==> config.mk <==
export PLATFORM = sky130hd
export DESIGN_NAME = load_store_unit
export DESIGN_NICKNAME = d
export VERILOG_FILES = /design/src/rtl/load_store_unit.sv
export SDC_FILE = /design/constraint.sdc
export NUM_CORES = 1
export LEC_CHECK = 0
export CORE_AREA = 5 5 116 118
export DETAILED_ROUTE_END_ITERATION = 16
export DIE_AREA = 0 0 121 123
export PLACE_DENSITY = 0.87
export SYNTH_ARGS = -nofsm -noshare
export SYNTH_HDL_FRONTEND = slang
export SYNTH_SLANG_ARGS = --single-unit
==> constraint.sdc <==
create_clock -name clk -period 5.75 [get_ports clk]
set_clock_uncertainty 0.2 [all_clocks]
set_input_delay 1.15 -clock clk [delete_from_list [all_inputs] [get_ports clk]]
set_output_delay 1.15 -clock clk [all_outputs]
set_load 0.01 [all_outputs]
==> src/rtl/load_store_unit.sv <==
// RV32I load/store initiator: turns byte/half/word accesses into word transactions
// on a req/ack memory port, with lane extraction, sign extension and read-modify-write.
module load_store_unit #(
    parameter int unsigned WORD_ADDR_WIDTH = 10,
    parameter int unsigned TIMEOUT         = 16
) (
    input  logic                       clk,
    input  logic                       rst,
    input  logic                       start,
    input  logic                       is_store,
    input  logic [2:0]                 funct3,
    input  logic [31:0]                addr,
    input  logic [31:0]                wdata,
    output logic                       busy,
    output logic                       done,
    output logic [31:0]                rdata,
    output logic                       err_access,
    output logic                       err_timeout,
    output logic                       mem_req,
    output logic                       mem_we,
    output logic [WORD_ADDR_WIDTH-1:0] mem_addr,
    output logic [31:0]                mem_wdata,
    input  logic [31:0]                mem_rdata,
    input  logic                       mem_ack
);

    localparam int unsigned AW = WORD_ADDR_WIDTH + 2;

    typedef enum logic [1:0] {
        S_IDLE,
        S_READ,
        S_WRITE,
        S_DONE
    } state_t;

    state_t          r_state;
    state_t          w_state_next;

    logic            r_store;
    logic [2:0]      r_funct3;
    logic [AW-1:0]   r_addr;
    logic [31:0]     r_wdata;
    logic [31:0]     r_rdata;
    logic            r_err_access;
    logic            r_err_timeout;
    logic [31:0]     r_cnt;

    logic            w_illegal;
    logic            w_misaligned;
    logic            w_bad;
    logic            w_tmo;
    logic [7:0]      w_byte;
    logic [15:0]     w_half;
    logic [31:0]     w_ext;
    logic [31:0]     w_merged;
    logic            w_unused_addr;

    // Upper byte-address bits never reach memory; the word index simply wraps.
    assign w_unused_addr = ^addr[31:AW];

    // Access legality is judged on the live inputs, since it is needed in the accept cycle.
    always_comb begin
        w_illegal = 1'b0;
        if (is_store) begin
            w_illegal = !(funct3 == 3'b000 || funct3 == 3'b001 || funct3 == 3'b010);
        end else begin
            w_illegal = !(funct3 == 3'b000 || funct3 == 3'b001 || funct3 == 3'b010 ||
                          funct3 == 3'b100 || funct3 == 3'b101);
        end
    end

    always_comb begin
        w_misaligned = 1'b0;
        case (funct3[1:0])
            2'b01:   w_misaligned = addr[0];
            2'b10:   w_misaligned = (addr[1:0] != 2'b00);
            default: w_misaligned = 1'b0;
        endcase
    end

    assign w_bad = w_illegal || w_misaligned;

    assign w_tmo = (TIMEOUT != 0) && !mem_ack && (r_cnt == TIMEOUT - 1);

    assign w_byte = mem_rdata[{r_addr[1:0], 3'b000} +: 8];
    assign w_half = mem_rdata[{r_addr[1], 4'b0000} +: 16];

    always_comb begin
        w_ext = mem_rdata;
        case (r_funct3)
            3'b000:  w_ext = {{24{w_byte[7]}}, w_byte};
            3'b001:  w_ext = {{16{w_half[15]}}, w_half};
            3'b100:  w_ext = {24'h000000, w_byte};
            3'b101:  w_ext = {16'h0000, w_half};
            default: w_ext = mem_rdata;
        endcase
    end

    // Sub-word store: splice the new byte/half into the word just read.
    always_comb begin
        w_merged = mem_rdata;
        if (r_funct3[1:0] == 2'b00) begin
            w_merged[{r_addr[1:0], 3'b000} +: 8] = r_wdata[7:0];
        end else begin
            w_merged[{r_addr[1], 4'b0000} +: 16] = r_wdata[15:0];
        end
    end

    always_ff @(posedge clk) begin
        if (rst) begin
            r_state <= S_IDLE;
        end else begin
            r_state <= w_state_next;
        end
    end

    always_comb begin
        w_state_next = r_state;
        case (r_state)
            S_IDLE: begin
                if (start) begin
                    if (w_bad) begin
                        w_state_next = S_DONE;
                    end else if (is_store && funct3 == 3'b010) begin
                        w_state_next = S_WRITE;
                    end else begin
                        w_state_next = S_READ;
                    end
                end
            end
            S_READ: begin
                if (mem_ack) begin
                    w_state_next = r_store ? S_WRITE : S_DONE;
                end else if (w_tmo) begin
                    w_state_next = S_DONE;
                end
            end
            S_WRITE: begin
                if (mem_ack || w_tmo) begin
                    w_state_next = S_DONE;
                end
            end
            S_DONE:  w_state_next = S_IDLE;
            default: w_state_next = S_IDLE;
        endcase
    end

    always_comb begin
        busy    = (r_state != S_IDLE);
        done    = (r_state == S_DONE);
        mem_req = (r_state == S_READ) || (r_state == S_WRITE);
        mem_we  = (r_state == S_WRITE);
    end

    assign rdata       = r_rdata;
    assign err_access  = r_err_access;
    assign err_timeout = r_err_timeout;
    assign mem_addr    = r_addr[AW-1:2];
    assign mem_wdata   = r_wdata;

    always_ff @(posedge clk) begin
        if (rst) begin
            r_store       <= 1'b0;
            r_funct3      <= '0;
            r_addr        <= '0;
            r_wdata       <= '0;
            r_rdata       <= '0;
            r_err_access  <= 1'b0;
            r_err_timeout <= 1'b0;
            r_cnt         <= '0;
        end else begin
            case (r_state)
                S_IDLE: begin
                    if (start) begin
                        r_store       <= is_store;
                        r_funct3      <= funct3;
                        r_addr        <= addr[AW-1:0];
                        r_wdata       <= wdata;
                        r_rdata       <= '0;
                        r_err_access  <= w_bad;
                        r_err_timeout <= 1'b0;
                        r_cnt         <= '0;
                    end
                end
                S_READ: begin
                    if (mem_ack) begin
                        r_cnt <= '0;
                        if (r_store) begin
                            r_wdata <= w_merged;
                        end else begin
                            r_rdata <= w_ext;
                        end
                    end else if (w_tmo) begin
                        r_err_timeout <= 1'b1;
                    end else begin
                        r_cnt <= r_cnt + 32'd1;
                    end
                end
                S_WRITE: begin
                    if (!mem_ack) begin
                        if (w_tmo) begin
                            r_err_timeout <= 1'b1;
                        end else begin
                            r_cnt <= r_cnt + 32'd1;
                        end
                    end
                end
                default: ;
            endcase
        end
    end

endmodule

---- Word-level counts from Yosys, hierarchy flattened ----
Cells that the tools add are included.
word-level totals
  register bits after elaboration ......... 116
  latch bits .............................. 0
  bits in writable memories ............... 0
  bits in read-only memories .............. 0
  input bits .............................. 104
  output and inout port bits .............. 80
  memories kept ........................... 0
cells by class
  $add $sub $neg .......................... 3
  multiply operators ...................... 0
  div/mod/pow operators ................... 0
  magnitude comparators ................... 0
  eq/ne operators ......................... 22
  shift-type cells ........................ 6
  multiplexer cells ....................... 30
  bitwise logic cells ..................... 0
  reductions and logical operators ........ 28
operator list
  operator                                                                 number
  32-bit two-way mux                                                       10
  32-bit case mux with 2 select lines                                      2
  32-bit case mux with 4 select lines                                      1
  32-bit case mux with 3 select lines                                      1
  32-bit bitwise mux                                                       2
  32-bit by 1-bit adder with 32-bit output, second input constant          1
  32-bit by 4-bit equality test with 1-bit output, second input constant   1
  16-bit by 7-bit variable shift with 32-bit output, first input constant  1
  8-bit by 7-bit variable shift with 32-bit output, first input constant   1
  16-bit by 7-bit variable part select with 32-bit output                  1
  32-bit by 6-bit variable part select with 16-bit output                  1
  32-bit by 6-bit variable part select with 8-bit output                   1
  8-bit by 7-bit variable part select with 32-bit output                   1
  5-bit negator with 7-bit output                                          2
  3-bit equality test, second input constant                               4
  2-bit two-way mux                                                        6
  2-bit inequality test, second input constant                             6
  4-bit AND reduction                                                      3
  2-bit case mux with 4 select lines                                       1
  2-bit nonzero test                                                       4
  1-bit logical OR                                                         7
  2-bit equality test, second input constant                               3
  3-bit by 1-bit equality test with 1-bit output, second input constant    2
  3-bit zero test                                                          2
  other kinds (13)                                                         25

---- Longest topological paths before layout ----
  depth after elaboration ................. 11
  depth in mapped cells ................... 11

---- Least setup slack after synthesis ----
No wires, ideal clock.
  path kind ............................... input to register
  start point ............................. input port start
  end point ............................... register r_cnt[31]
  arrival time ............................ 2346 ps
  data required time ...................... 5479 ps
  setup slack ............................. 3133 ps
  cell stages on the path ................. 7
  path buffers ............................ 2
  cells stage by stage .................... nand2b_1 buf_4 and4_1 buf_2 nand4_4 or4_1 a21oi_1
between the ends
  longest elaborated chain between the ends .. 2
RTL lines
  item                             RTL line  source
  start: declaration               9         input logic start,
  2-bit inequality test (no line)  n/a
  3-bit AND reduction (no line)    n/a
  end signal: assignment           196       r_cnt <= r_cnt + 32'd1;
  end signal: assignment           204       r_cnt <= r_cnt + 32'd1;
  end: declaration                 46        logic [31:0] r_cnt;
No other way between the ends.
A chain may end at the register's enable or synchronous reset.

---- Worst setup path in the final report ----
  start point ............................. input port mem_ack
  end point ............................... register r_wdata[28] (netlist: mem_wdata[28])
between the ends
  longest elaborated chain between the ends .. 2
RTL lines
  item                             RTL line  source
  start: declaration               24        input logic mem_ack
  2-bit inequality test (no line)  n/a
  4-bit AND reduction (no line)    n/a
  end signal: assignment           178       r_wdata <= wdata;
  end signal: assignment           189       r_wdata <= w_merged;
  end: declaration                 42        logic [31:0] r_wdata;
No other way between the ends.

==> load_flow_metrics.sql <==
INSERT INTO impl_metrics (metric_group, metric, value, unit) VALUES
('outcome', 'status', 'complete, no violations', ''),
('clocking', 'clock_insertion_delay_worst_skew', '0.43', 'ns'),
('die', 'design.portCount', '184', ''),
('synthesis', 'seq_area_frac_synth', '37.6', '%'),
('synthesis', 'ys.flop_type', 'dfxtp_1', ''),
('sta', 'slew_headroom', '21.1', '%'),
('routing', 'drt_iter0_drc', '669', ''),
('sta', 'timing_hold_violations_final', '0', ''),
('clocking', 'cts.path.max_buffers', '2', ''),
('synthesis', 'synthDistinctLibCells', '62', ''),
('power_and_ir_drop', 'vdd_drop_max', '0.306', 'mV'),
('die', 'die-area', '0.0149', 'mm^2'),
('routing', 'drt.antenna.violating_nets', '0', ''),
('power_and_ir_drop', 'power.share.combinational', '38.8', '%'),
('clocking', 'post_cts.repair.setup_buffers', '0', ''),
('layout', 'post_layout_nonfiller_instances', '1085', ''),
('die', 'horizontal_extent_of_the_die', '121', 'um'),
('critical_path', 'cpMaxStageDelayCell', 'nor2_2', ''),
('synthesis', 'synthCells', '775', ''),
('synthesis', 'synth_enable_flop_cells', '0', ''),
('placed_design', 'numPlacedInstances', '1054', ''),
('routing', 'postRouteWirelength', '19.8', 'mm'),
('synthesis', 'avgSynthCellArea', '7.97', 'um^2'),
('routing', 'route.vias.total', '6392', ''),
('layout', 'syn2layout_area_growth', '36.0', '%'),
('sta', 'final_report_setup_violation_count', '0', ''),
('global_route', 'global_route.overflow_total', '0', ''),
('routing', 'drt_pre_antenna_iters', '6', ''),
('critical_path', 'timing.critical_path.from_type', 'input pin', ''),
('clocking', 'clock_sinks', '116', ''),
('sta', 'setup-tns-final', '0', 'ns'),
('clocking', 'cts-htree-levels', '4', ''),
('global_route', 'global_route_wire_length_before_repair', '31.0', 'mm'),
('power_and_ir_drop', 'p_sw_share', '35.8', '%'),
('power_and_ir_drop', 'sequentialPowerShare', '30.0', '%'),
('critical_path', 'worst_setup_path_end_kind', 'flop', ''),
('placed_design', 'hpwl_after_detailed_placement', '14.0', 'mm'),
('power_and_ir_drop', 'post-layout-total-power', '0.00374', 'W'),
('global_route', 'antenna_found_initial', '0', ''),
('critical_path', 'criticalPathCategory', 'in -> reg', ''),
('power_and_ir_drop', 'cellInternalPower', '0.00240', 'W'),
('layout', 'fin_util', '68.0', '%'),
('clocking', 'tritoncts.num_buffers', '17', ''),
('global_route', 'gr-usage-all-layers', '26.6', '%'),
('routing', 'drt_drc_violations_left', '0', ''),
('power_and_ir_drop', 'power.density_cell_area', '445', 'mW/mm^2'),
('routing', 'routed_via_density', '5.89', ''),
('synthesis', 'netlist_area', '0.00618', 'mm^2'),
('placed_design', 'global_placement_routability_congestion', '0.928', ''),
('layout', 'filler_instances', '970', ''),
('clocking', 'post_cts_resized', '0', ''),
('global_route', 'vias_in_the_first_global_route', '6049', ''),
('sta', 'actual_transition_at_the_worst_max_transition_pin', '1.18', 'ns'),
('synthesis', 'synthesis.nets', '892', ''),
('power_and_ir_drop', 'switching_power', '0.00134', 'W'),
('sta', 'fmaxAchievable', '278', 'MHz'),
('clocking', 'cts_root_cell', 'clkbuf_16', ''),
('global_route', 'grt_start_max_net_pins', '54', ''),
('critical_path', 'worstPathCellList', 'clkdlybuf4s50_1 -> a21boi_1 -> nor2_2 -> o21ai_0 -> a221oi_1 -> a211oi_1', ''),
('synthesis', 'asyncSetResetFlopFracSynth', '0', '%'),
('power_and_ir_drop', 'pwr-share-clk', '31.2', '%'),
('hold_path', 'min_path_type', 'reg -> reg', ''),
('run', 'max_cap_violations', '0', ''),
('sta', 'period_share', '62.6', '%'),
('clocking', 'cts_hold_repair.buffers', '0', ''),
('placed_design', 'placement.io_buffers', '163', ''),
('die', 'die_height', '123', 'um'),
('die', 'floorplan.core_area', '0.0124', 'mm^2'),
('clocking', 'cts.clk_slew.worst_paths', '0.05', 'ns'),
('layout', 'drive_above_1_share', '7.12', '%'),
('critical_path', 'cpLargestDelayFamily', 'compound AO/OA/AOI/OAI gates', '');
[cells in the mapped netlist, types with 14 or more instances]
master	number	area (um^2)
nor2_1	64	240
xnor2_1	14	123
a222oi_1	18	180
buf_4	16	120
nor3_1	19	95.1
o21ai_0	47	235
inv_1	30	113
dfxtp_1	116	2320
nand2_1	132	495
clkbuf_1	28	105
nor4_1	14	87.6
a211oi_1	31	233
nand3_1	14	70.1
a21oi_1	55	275
[path summary, 6_finish.rpt]
check                     startpoint                    endpoint  slack [ns]  cells after the start
max                          mem_ack  mem_wdata[28]$_SDFFE_PP0P_        2.15                      6
min           rdata[23]$_SDFFE_PP0P_      rdata[23]$_SDFFE_PP0P_        0.24                      2
max reg2reg  r_state[1]$_SDFFE_PP0P_  mem_wdata[28]$_SDFFE_PP0P_        2.46                      7
min reg2reg   rdata[23]$_SDFFE_PP0P_      rdata[23]$_SDFFE_PP0P_        0.24                      2
[per-stage QoR]
stage	cell area [um^2]	setup WS (ns)
floorplan	6180	3.13
global placement	7750	1.84
detailed placement	7750	1.81
CTS	8400	2.24
global route	8400	2.02
finish	8400	2.15
[cell type report]
type                    count  area [um^2]  area share [%]
well taps                 172          215            2.56
multi-input cells         567         3440            40.9
inverters                  31          116            1.38
flip-flops and latches    116         2320            27.6
clock buffers              21          470            5.60
repair buffers            168         1660            19.8
clock inverters            10          178            2.11
[power by group through the flow]
stage          logic, W  clock network (W)  registers, W
3_3_place_gp    0.00141                  0       0.00112
3_5_place_dp    0.00143                  0       0.00113
5_1_grt         0.00157            0.00122       0.00114
2_1_floorplan  0.000866                  0       0.00114
4_1_cts         0.00144            0.00118       0.00111
6_report        0.00145            0.00117       0.00112
[cell usage in the layout, fill, tap and decap left out, types with 6 or more instances in the layout]
master,netlist,routed
clkdlybuf4s50_1,0,162
nand2_1,132,132
dfxtp_1,116,116
nor2_1,64,63
a21oi_1,55,55
o21ai_0,47,47
a211oi_1,31,31
inv_1,30,30
nor3_1,19,18
a222oi_1,18,18
clkbuf_16,0,17
nand3_1,14,14
xnor2_1,14,14
nor4_1,14,14
ha_1,13,13
o21ai_1,11,11
or3_1,11,11
mux2_2,10,10
nand4_1,9,9
a22o_1,9,9
a31oi_1,9,9
a22oi_1,8,8
a32o_1,7,7
o221ai_1,7,7
a221oi_1,6,6
[worst reg2reg max path, delay by kind of cell (launching register included)]
kind	cells	cell delay [ns]
and+or+nand+nor	1	0.96
buffers and inverters	1	0.10
DFF	1	0.32
adders and majority gates	1	0.50
AOI/OAI and AO/OA	3	0.76
muxes	1	0.31
[logic make-up (layout without fill, tap and decap cells)]
kind of cell / after synthesis / after routing / share of synthesized area [%]
multiplexers: 14 / 14 / 2.88
buffers and inverters: 92 / 230 / 6.91
AND/OR/NAND/NOR: 297 / 297 / 22.5
flip-flops: 116 / 116 / 37.6
adder cells (fa/ha/maj): 13 / 13 / 2.63
XOR/XNOR: 16 / 16 / 2.27
AO/OA/AOI/OAI: 227 / 227 / 25.2
[metal layers]
metal | global-route usage (%) | routed length (um)
met1 | 34.0 | 8140
met2 | 41.0 | 9030
met3 | 7.04 | 1700
met4 | 14.7 | 897
met5 | 0 | 0
[state kept, by name (all words and copies together) (netlist names)]
signal,cells
err_access,1
err_timeout,1
mem_wdata,32
r_addr,12
r_cnt,32
r_funct3,3
r_state,2
r_store,1
rdata,32
(Power assumes the default switching activity.)
